### src/rtl/uart_mmio_pkg.sv
// rtl/uart_mmio_pkg.sv - shared offsets, status bit indices and TX FSM encoding
package uart_mmio_pkg;

  localparam logic [31:0] STATUS_OFF = 32'h0;
  localparam logic [31:0] RXDATA_OFF = 32'h4;
  localparam logic [31:0] TXDATA_OFF = 32'h8;

  localparam int ST_TX_SPACE = 0;
  localparam int ST_RX_VALID = 1;
  localparam int ST_RX_OVR   = 2;
  localparam int ST_TX_DROP  = 3;

  typedef enum logic {
    TX_IDLE = 1'b0,
    TX_SEND = 1'b1
  } tx_state_e;

endpackage

### src/rtl/uart_tx_fifo.sv
// rtl/uart_tx_fifo.sv - circular TX byte queue with combinational head
module uart_tx_fifo #(
  parameter int WIDTH = 8,
  parameter int DEPTH = 4
) (
  input  logic                     Clock,
  input  logic                     Reset,
  input  logic                     push,
  input  logic [WIDTH-1:0]         din,
  input  logic                     pop,
  output logic [WIDTH-1:0]         dout,
  output logic                     full,
  output logic                     empty,
  output logic [$clog2(DEPTH):0]   count
);

  localparam int AW = $clog2(DEPTH);

  logic [WIDTH-1:0] mem [DEPTH];
  logic [AW-1:0]    wr_ptr;
  logic [AW-1:0]    rd_ptr;
  logic             push_ok;
  logic             pop_ok;

  assign full    = (count == (AW + 1)'(DEPTH));
  assign empty   = (count == '0);
  assign push_ok = push && !full;
  assign pop_ok  = pop && !empty;
  assign dout    = mem[rd_ptr];

  // Storage array; contents need no reset because count gates visibility.
  always_ff @(posedge Clock) begin
    if (push_ok) begin
      mem[wr_ptr] <= din;
    end
  end

  // Pointers wrap naturally at DEPTH; count tracks occupancy for full/empty.
  always_ff @(posedge Clock) begin
    if (Reset) begin
      wr_ptr <= '0;
      rd_ptr <= '0;
      count  <= '0;
    end else begin
      if (push_ok) wr_ptr <= wr_ptr + 1'b1;
      if (pop_ok)  rd_ptr <= rd_ptr + 1'b1;
      if (push_ok && !pop_ok)      count <= count + 1'b1;
      else if (pop_ok && !push_ok) count <= count - 1'b1;
    end
  end

endmodule

### src/rtl/uart_mmio_ctrl.sv
// rtl/uart_mmio_ctrl.sv - CPU-facing UART window: RX holding reg, TX queue, sticky status
module uart_mmio_ctrl
  import uart_mmio_pkg::*;
#(
  parameter int          TX_DEPTH  = 4,
  parameter logic [31:0] BASE_ADDR = 32'h80000000
) (
  input  logic        Clock,
  input  logic        Reset,
  input  logic [31:0] Addr,
  input  logic [31:0] WriteData,
  input  logic [3:0]  IO_trans,
  input  logic        IO_recv,
  output logic [31:0] Received,
  output logic [7:0]  UartDataIn,
  output logic        UartDataInValid,
  input  logic        UartDataInReady,
  input  logic [7:0]  UartDataOut,
  input  logic        UartDataOutValid,
  output logic        UartDataOutReady
);

  localparam int CW = $clog2(TX_DEPTH) + 1;

  logic            is_load;
  logic            is_store;
  logic            ld_status;
  logic            ld_rxdata;
  logic            st_txdata;
  logic            rx_valid;
  logic            rx_overrun;
  logic            tx_drop;
  logic [7:0]      rx_byte;
  logic [7:0]      tx_data;
  logic            rx_accept;
  logic            ovr_set;
  logic            drop_set;
  logic            fifo_push;
  logic            fifo_pop;
  logic            fifo_full;
  logic            fifo_empty;
  logic [7:0]      fifo_dout;
  logic [CW-1:0]   unused_fifo_count;
  logic            unused_bits;
  tx_state_e       state;
  tx_state_e       state_next;

  // A cycle with both strobes is ambiguous and is treated as no access.
  assign is_load   = IO_recv && !IO_trans[0];
  assign is_store  = IO_trans[0] && !IO_recv;
  assign ld_status = is_load  && (Addr == BASE_ADDR + STATUS_OFF);
  assign ld_rxdata = is_load  && (Addr == BASE_ADDR + RXDATA_OFF);
  assign st_txdata = is_store && (Addr == BASE_ADDR + TXDATA_OFF);

  // A load that drains the holding register frees it for a same-cycle byte.
  assign rx_accept = UartDataOutValid && (!rx_valid || ld_rxdata);
  assign ovr_set   = UartDataOutValid && rx_valid && !ld_rxdata;
  assign fifo_push = st_txdata && !fifo_full;
  assign drop_set  = st_txdata && fifo_full;

  assign UartDataOutReady = !Reset;
  assign UartDataInValid  = (state == TX_SEND) && !Reset;
  assign UartDataIn       = Reset ? 8'h00 : tx_data;
  assign unused_bits      = ^{WriteData[31:8], IO_trans[3:1]};

  // Load data mux; undecoded or disqualified accesses read as zero.
  always_comb begin
    Received = '0;
    if (ld_status) begin
      Received[ST_TX_SPACE] = !fifo_full;
      Received[ST_RX_VALID] = rx_valid;
      Received[ST_RX_OVR]   = rx_overrun;
      Received[ST_TX_DROP]  = tx_drop;
    end else if (ld_rxdata) begin
      Received = {24'h0, rx_byte};
    end
  end

  // RX holding register and sticky flags; a new event wins over a status-read clear.
  always_ff @(posedge Clock) begin
    if (Reset) begin
      rx_valid   <= 1'b0;
      rx_byte    <= 8'h00;
      rx_overrun <= 1'b0;
      tx_drop    <= 1'b0;
    end else begin
      if (rx_accept) begin
        rx_byte  <= UartDataOut;
        rx_valid <= 1'b1;
      end else if (ld_rxdata) begin
        rx_valid <= 1'b0;
      end
      if (ovr_set)        rx_overrun <= 1'b1;
      else if (ld_status) rx_overrun <= 1'b0;
      if (drop_set)       tx_drop <= 1'b1;
      else if (ld_status) tx_drop <= 1'b0;
    end
  end

  uart_tx_fifo #(
    .WIDTH (8),
    .DEPTH (TX_DEPTH)
  ) u_tx_fifo (
    .Clock (Clock),
    .Reset (Reset),
    .push  (fifo_push),
    .din   (WriteData[7:0]),
    .pop   (fifo_pop),
    .dout  (fifo_dout),
    .full  (fifo_full),
    .empty (fifo_empty),
    .count (unused_fifo_count)
  );

  // Send FSM next state: pop only from idle, so every byte spends a cycle in idle.
  always_comb begin
    state_next = state;
    fifo_pop   = 1'b0;
    case (state)
      TX_IDLE: begin
        if (!fifo_empty) begin
          fifo_pop   = 1'b1;
          state_next = TX_SEND;
        end
      end
      TX_SEND: begin
        if (UartDataInReady) state_next = TX_IDLE;
      end
      default: state_next = TX_IDLE;
    endcase
  end

  // Send FSM state and the byte register presented to the transmitter.
  always_ff @(posedge Clock) begin
    if (Reset) begin
      state   <= TX_IDLE;
      tx_data <= 8'h00;
    end else begin
      state <= state_next;
      if (fifo_pop) tx_data <= fifo_dout;
    end
  end

endmodule

### config.mk
export PLATFORM = sky130hd
export DESIGN_NAME = uart_mmio_ctrl
export DESIGN_NICKNAME = d
export VERILOG_FILES = /design/src/rtl/uart_mmio_pkg.sv /design/src/rtl/uart_tx_fifo.sv /design/src/rtl/uart_mmio_ctrl.sv
export SDC_FILE = /design/constraint.sdc
export NUM_CORES = 1
export LEC_CHECK = 0
export ABC_AREA = 1
export ABC_CLOCK_PERIOD_IN_PS = 2000
export BUFFER_PORTS_ARGS = -buffer_cell sky130_fd_sc_hd__buf_2
export CAP_MARGIN = 20
export CORE_AREA = 10 10 107 85
export DETAILED_ROUTE_END_ITERATION = 8
export DIE_AREA = 0 0 117 95
export GPL_TIMING_DRIVEN = 0
export PLACE_DENSITY_LB_ADDON = 0.2
export SLEW_MARGIN = 5
export SYNTH_ARGS = -nofsm -noshare
export SYNTH_HDL_FRONTEND = slang
export SYNTH_SLANG_ARGS = --single-unit
### constraint.sdc
create_clock -name Clock -period 2 [get_ports Clock]
set_input_delay 0.3 -clock Clock [delete_from_list [all_inputs] [get_ports Clock]]
set_output_delay 0.3 -clock Clock [all_outputs]
set_load 0.02 [all_outputs]
==> results of run 1 <==
-- flip-flops by register name, indices dropped and copies added (netlist names), 2 cells and up --
signal and cells:
u_tx_fifo.wr_ptr 2, rx_byte 8, u_tx_fifo.mem 32, u_tx_fifo.count 3, tx_data 8, u_tx_fifo.rd_ptr 2
-- what timing repair did --
item | 4_1_cts | 5_1_grt
hold buffers | 0 | 0
pin swaps | 0 | 1
resized for setup | 5 | 8
endpoints found under the setup margin | 21 | 34
setup buffers | 1 | 8
-- metal layers --
layer	track usage	vias to the layer above	wire (µm)
met5	0	-	0
met4	0.0318	0	79
met3	0.0539	11	600
met2	0.201	77	3010
met1	0.140	1029	3010
li1	-	1289	-
-- report_power, final --
group | leakage (nW) | internal [mW] | total, mW | switching (mW)
sequential | 0.511 | 1.43 | 1.55 | 0.117
combinational | 1.22 | 0.616 | 1.37 | 0.758
clock | 0.0998 | 0.582 | 1.06 | 0.482
-- stage by stage --
step	setup TNS [ns]	std cells
floorplan	0	373
finish	0	555
global placement	-7.48	530
global route	-0.0866	555
detailed placement	-8.12	530
CTS	0	547
-- synth_stat cells --
library cell / instances
nand3b_1: 1
conb_1: 1
dfxtp_1: 27
clkbuf_1: 9
nor2_4: 1
inv_1: 68
buf_6: 1
inv_2: 2
nand4_1: 1
buf_4: 24
nand2_4: 1
o21ai_1: 17
ha_1: 5
xor2_1: 1
nand2_1: 28
edfxtp_1: 32
nor2_1: 62
a21oi_1: 23
nand3_4: 1
o31ai_1: 1
and2_1: 1
nor2_2: 1
nor3_1: 2
o22ai_1: 13
nor3b_1: 1
fa_1: 1
buf_2: 1
nand3_1: 12
o21ai_0: 12
-- cell type report --
type	count	area (µm²)
inverters	70	263
clock buffers	9	124
plain buffers	35	241
clock inverters	7	77.6
repair buffers	79	418
flip-flops and latches	59	1510
multi-input cells	209	1050
fillers	669	3310
well taps	87	109
-- cell families after synthesis --
group,after synthesis,synth area share
flops,59,0.514
xor+xnor,1,0.00300
buf+inv,105,0.169
simple gates,112,0.165
other cells,1,0.00128
compound gates,66,0.120
fa+ha+maj,6,0.0283
-- how the worst max path moves through the flow --
stage / start / endpoint / cells after the start
after floorplan: Addr[21] / u_tx_fifo.count[2] / 12
after global placement: Addr[21] / u_tx_fifo.count[2] / 13
after detailed placement: Addr[17] / u_tx_fifo.count[2] / 13
after CTS: u_tx_fifo.count[0] / u_tx_fifo.count[2] / 9
after global routing: u_tx_fifo.count[0] / u_tx_fifo.count[2] / 9
final: u_tx_fifo.count[0] / u_tx_fifo.count[2] / 9
==> flow_summary.json, run 1 <==
{
  "viasPerCell": 4.34,
  "antenna_found_initial": 0,
  "synth_top_area_frac": 0.329,
  "required_ns": 2.23,
  "pin_count": 123,
  "fin_ws_ns": 0.0910,
  "crit_family": "compound AO/OA/AOI/OAI gates",
  "rows": 27,
  "die-area_mm2": 0.0111,
  "die_w_um": 117,
  "place_area_mm2": 0.00347,
  "drv_slew": 0,
  "clk_latency_ns": 0.34,
  "grt_pass1_vias": 2300,
  "status": "finished, final reports clean",
  "layout_min_cycle_time_ns": 1.91,
  "track_usage": 0.121,
  "leakagePower_nw": 1.83,
  "pwr_density_cell_mw_per_mm2": 1050,
  "coreArea_mm2": 0.00709,
  "cts_max_path_buffers": 2,
  "rr_endpoint": "u_tx_fifo.count[2]",
  "min_path_cells": 2,
  "whs_ns": 0.160,
  "hold_viol": 0,
  "period_share": 0.955,
  "hold_class": "primary input to register",
  "clock.fmax_mhz": 524,
  "cts_inserted_buffers": 9,
  "final_common_cell": "buf_2",
  "place_congestion": 0.771,
  "yosysWarnings": 0,
  "worstPathCellList": "o31ai_4 > buf_8 > ha_1 > inv_1 > fa_2 > a21oi_1 > o21ai_1 > o21ai_1 > a21oi_1",
  "maxCapViolations": 0,
  "num_vias": 2406,
  "rsz0062_at_grt": "true",
  "io_buffer_count": 70,
  "ys_seq_area_frac": 0.514,
  "critPathMaxFanout": 5,
  "reg2reg_slack_ns": 0.09,
  "drive_gt1_frac": 0.291,
  "stdcell_area_mm2": 0.00379,
  "cts.sinks": 59,
  "gr-total-overflow": 0,
  "syn_to_final_growth_pct": 29.7,
  "cpMaxStageDelayCell": "dfxtp_4",
  "synth_cell_type_count": 29,
  "avgSynthCellArea_um2": 8.34,
  "drc": 0,
  "min_to": "state",
  "dpl.hpwl_mm": 5.08,
  "synth_area_mm2": 0.00292,
  "cts_root_buf": "clkbuf_8",
  "drt-initial-drc-count": 77,
  "arrival_ns": 2.14,
  "htree_levels": 3,
  "final_util": 0.534,
  "grt_pass1_wl_mm": 10.6,
  "reg2reg_from": "u_tx_fifo.count[0]",
  "start_kind": "register",
  "wl_mm": 6.70,
  "hold_start": "UartDataInReady",
  "r2r_cells": 9,
  "ant_nets": 0,
  "max-vdd-ir-drop_uv": 515,
  "diodes": 0,
  "yosys.area.top_type": "edfxtp_1",
  "skew_ns": 0.00441,
  "drt-pass1-iter-count": 4,
  "initial_core_util": 0.412,
  "fin_nets": 550,
  "synthTopCellsByArea": "edfxtp_1, dfxtp_1, inv_1, nor2_1, buf_4",
  "wl_per_cell_um": 12.1,
  "cts_tree": "done",
  "clk_pin_slew_ns": 0.07,
  "die_h_um": 95,
  "final_cell_mix": "buf_2, inv_1, nor2_1",
  "p_total_mw": 3.99,
  "ys_seq_elements": 59,
  "cp-end-kind": "register",
  "synth_cells": 350,
  "post-place-ws_ns": -0.332,
  "setup_viol_count_final": 0,
  "grt_max_degree": 13,
  "slowest_delay_ns": 0.38,
  "worstSetupPathType": "register to register",
  "crit_buf_inv": 2
}
No activity file was read; power rests on OpenSTA's default activity.
==> inputs of run 2 (changes only) <==
--- a/config.mk
+++ b/config.mk
@@ -9,12 +9,13 @@
 export ABC_CLOCK_PERIOD_IN_PS = 2000
 export BUFFER_PORTS_ARGS = -buffer_cell sky130_fd_sc_hd__buf_2
 export CAP_MARGIN = 20
-export CORE_AREA = 10 10 107 85
+export CORE_AREA = 10 10 108 86
 export DETAILED_ROUTE_END_ITERATION = 8
-export DIE_AREA = 0 0 117 95
+export DIE_AREA = 0 0 118 96
 export GPL_TIMING_DRIVEN = 0
 export PLACE_DENSITY_LB_ADDON = 0.2
 export SLEW_MARGIN = 5
 export SYNTH_ARGS = -nofsm -noshare
 export SYNTH_HDL_FRONTEND = slang
+export SYNTH_HIERARCHICAL = 1
 export SYNTH_SLANG_ARGS = --single-unit
==> run 2 against run 1 <==
Against the previous run: first-iteration DRC count up 6.5%; sequential cell count is 2 higher; worst hold slack improved by 0.0027 ns; clock skew increased by 0.0027 ns; critical endpoint is now UartDataIn[7]; worst setup slack gained 0.043 ns; synthesized area rose by 5.7%; core utilization is 1.9 points higher; fmax increased by 2.3%; largest power group unchanged; critical path depth down 4.
==> flow_summary.json, run 2 <==
{
  "post-place-ws_ns": -0.302,
  "antenna_found_initial": 0,
  "die_h_um": 96,
  "worstSetupPathType": "primary input to output pin",
  "yosys.area.top_type": "edfxtp_1",
  "synth-edff-count": 32,
  "grt_pass1_wl_mm": 11.7,
  "gr-total-overflow": 0,
  "avgSynthCellArea_um2": 8.53,
  "maxCapViolations": 0,
  "max-vdd-ir-drop_uv": 490,
  "clockPowerShare": 0.406,
  "grt_util_met2": 0.217,
  "final.setup.tns_ns": 0,
  "pwr_density_cell_mw_per_mm2": 672,
  "yosysMostFrequentCell": "inv_1",
  "ant_nets": 0,
  "initial_core_util": 0.431,
  "place_congestion": 0.800,
  "viasPerCell": 4.37,
  "grt_pass1_vias": 2414,
  "final_cell_mix": "buf_2, inv_1, nor2_1",
  "period_share": 0.933,
  "die_w_um": 118,
  "stdcell_area_mm2": 0.00396,
  "reg_top3": "u_tx_fifo/mem x32, rx_byte x8, tx_data x8",
  "status": "finished, final reports clean",
  "syn_to_final_growth_pct": 28.2,
  "start_kind": "primary input",
  "dp_cells": 556,
  "p_comb_frac": 0.091,
  "drt-pass1-iter-count": 4,
  "skew_ns": 0.00707,
  "cts_tree": "done",
  "netlist_top_cells_count": "inv_1, nor2_1, nand2_1",
  "arrival_ns": 1.57,
  "clk_pin_slew_ns": 0.07,
  "track_usage": 0.130,
  "leakagePower_nw": 1.83,
  "wl_per_cell_um": 12.7,
  "hold_class": "primary input to register",
  "drc": 0,
  "cp-end-kind": "output pin",
  "final_common_cell": "buf_2",
  "yosysWarnings": 6,
  "dominantRegCellSynth": "edfxtp_1",
  "pwr-share-seq": 0.503,
  "largest_register_ff_count": 32,
  "cts_max_path_buffers": 2,
  "drive_gt1_frac": 0.330,
  "grt_max_degree": 13,
  "ys_seq_elements": 61,
  "worst_pin_slew_ns": 0.845,
  "use_met3": 0.0520,
  "cts_inserted_buffers": 9,
  "clk_latency_ns": 0.35,
  "layoutNonFillerInstCount": 577,
  "critPathMaxFanout": 10,
  "synth_cells": 362,
  "setup_viol_count_final": 0,
  "drv_slew": 0,
  "num_vias": 2520,
  "busiest_layer": "met2",
  "whs_ns": 0.162,
  "rows": 27,
  "synth_area_mm2": 0.00309,
  "fin_ws_ns": 0.134,
  "synth_top_area_frac": 0.311,
  "async_flop_share": 0,
  "dpl.hpwl_mm": 5.52,
  "p_int_mw": 2.02,
  "drt-initial-drc-count": 82,
  "layout_min_cycle_time_ns": 1.87,
  "synthTopCellsByArea": "edfxtp_1, dfxtp_1, inv_1, nor2_1, buf_4",
  "wl_mm": 7.32,
  "regMostFlops": "u_tx_fifo/mem",
  "clock.fmax_mhz": 536,
  "cts.sinks": 61,
  "htree_levels": 3,
  "io_buffer_count": 70,
  "pin_count": 123,
  "diodes": 0,
  "hold_buffers": 0,
  "synth_cell_type_count": 32,
  "required_ns": 1.70,
  "use_met1": 0.152,
  "fin_nets": 558,
  "hold_viol": 0,
  "die-area_mm2": 0.0113,
  "coreArea_mm2": 0.00716,
  "cts_root_buf": "clkbuf_8",
  "p_sw_mw": 0.642,
  "p_sw_frac": 0.242,
  "relSlewSlack": 0.435,
  "place_area_mm2": 0.00368,
  "ys_seq_area_frac": 0.499
}
[run 2: changes by cell type after synthesis, sizes merged, moves of 2 or more]
cell	delta
a211oi	+7
a21oi	-5
buf	+3
clkbuf	-5
dfxtp	+2
nand2	+10
nand3	+4
nand4	+2
nor2	+8
nor3	-2
o21ai	-10
[run 2: path summary, 6_finish.rpt]
check	from	to	slack, ns	depth (start not counted)
setup reg to reg	u_tx_fifo/count[2]	u_tx_fifo/count[1]	0.15	10
setup / recovery	Reset	UartDataIn[7]	0.13	5
hold reg to reg	tx_data[7]	tx_data[7]	0.46	2
hold / removal	UartDataInReady	state	0.16	2
[run 2: power by group through the flow]
| stage | clock network [mW] | logic [mW] | registers, mW |
|---|---|---|---|
| 2_1_floorplan | 0 | 0.164 | 1.36 |
| 3_3_place_gp | 0 | 0.233 | 1.37 |
| 3_5_place_dp | 0 | 0.239 | 1.37 |
| 4_1_cts | 1.12 | 0.239 | 1.34 |
| 5_1_grt | 1.18 | 0.270 | 1.34 |
| 6_report | 1.08 | 0.241 | 1.34 |
[run 2: cell families (layout without fill, tap and decap cells)]
| group | Yosys count | after routing | synth area share |
|---|---|---|---|
| flops | 61 | 61 | 0.499 |
| fa+ha+maj | 6 | 6 | 0.0268 |
| buf+inv | 104 | 195 | 0.174 |
| other cells | 1 | 24 | 0.00121 |
| simple gates | 133 | 133 | 0.193 |
| compound gates | 57 | 57 | 0.106 |
[run 2: critical path, stage by stage]
cell,delay [ns]
buf_2,0.10
clkbuf_1,0.40
clkbuf_1,0.45
nor2_1,0.13
buf_2,0.18
[run 2: layout make-up]
type                       instances  area (µm²)
multi-input combinational        220        1160
clock inverter                     7        75.1
sequential                        61        1550
inverter                          71         267
tap                              101         126
buffer                            33         270
timing repair buffer              75         388
clock buffer                       9         124
fill                             668        3200
[run 2: metal layers]
metal,share of wire,vias to the layer above
li1,-,1322
met1,0.46,1125
met2,0.47,64
met3,0.061,9
met4,0.012,0
met5,0,-
[run 2: what timing repair did]
item,CTS,global route
setup endpoints to repair,34,35
setup buffers,1,4
resized for setup,4,9
pin swaps,1,2
gates cloned,0,0
[run 2: per-stage QoR]
stage           util  power, mW
2_1_floorplan      -       1.53
3_3_place_gp   0.515       1.60
3_5_place_dp   0.515       1.60
4_1_cts        0.545       2.69
5_1_grt        0.553       2.78
6_report       0.553       2.66
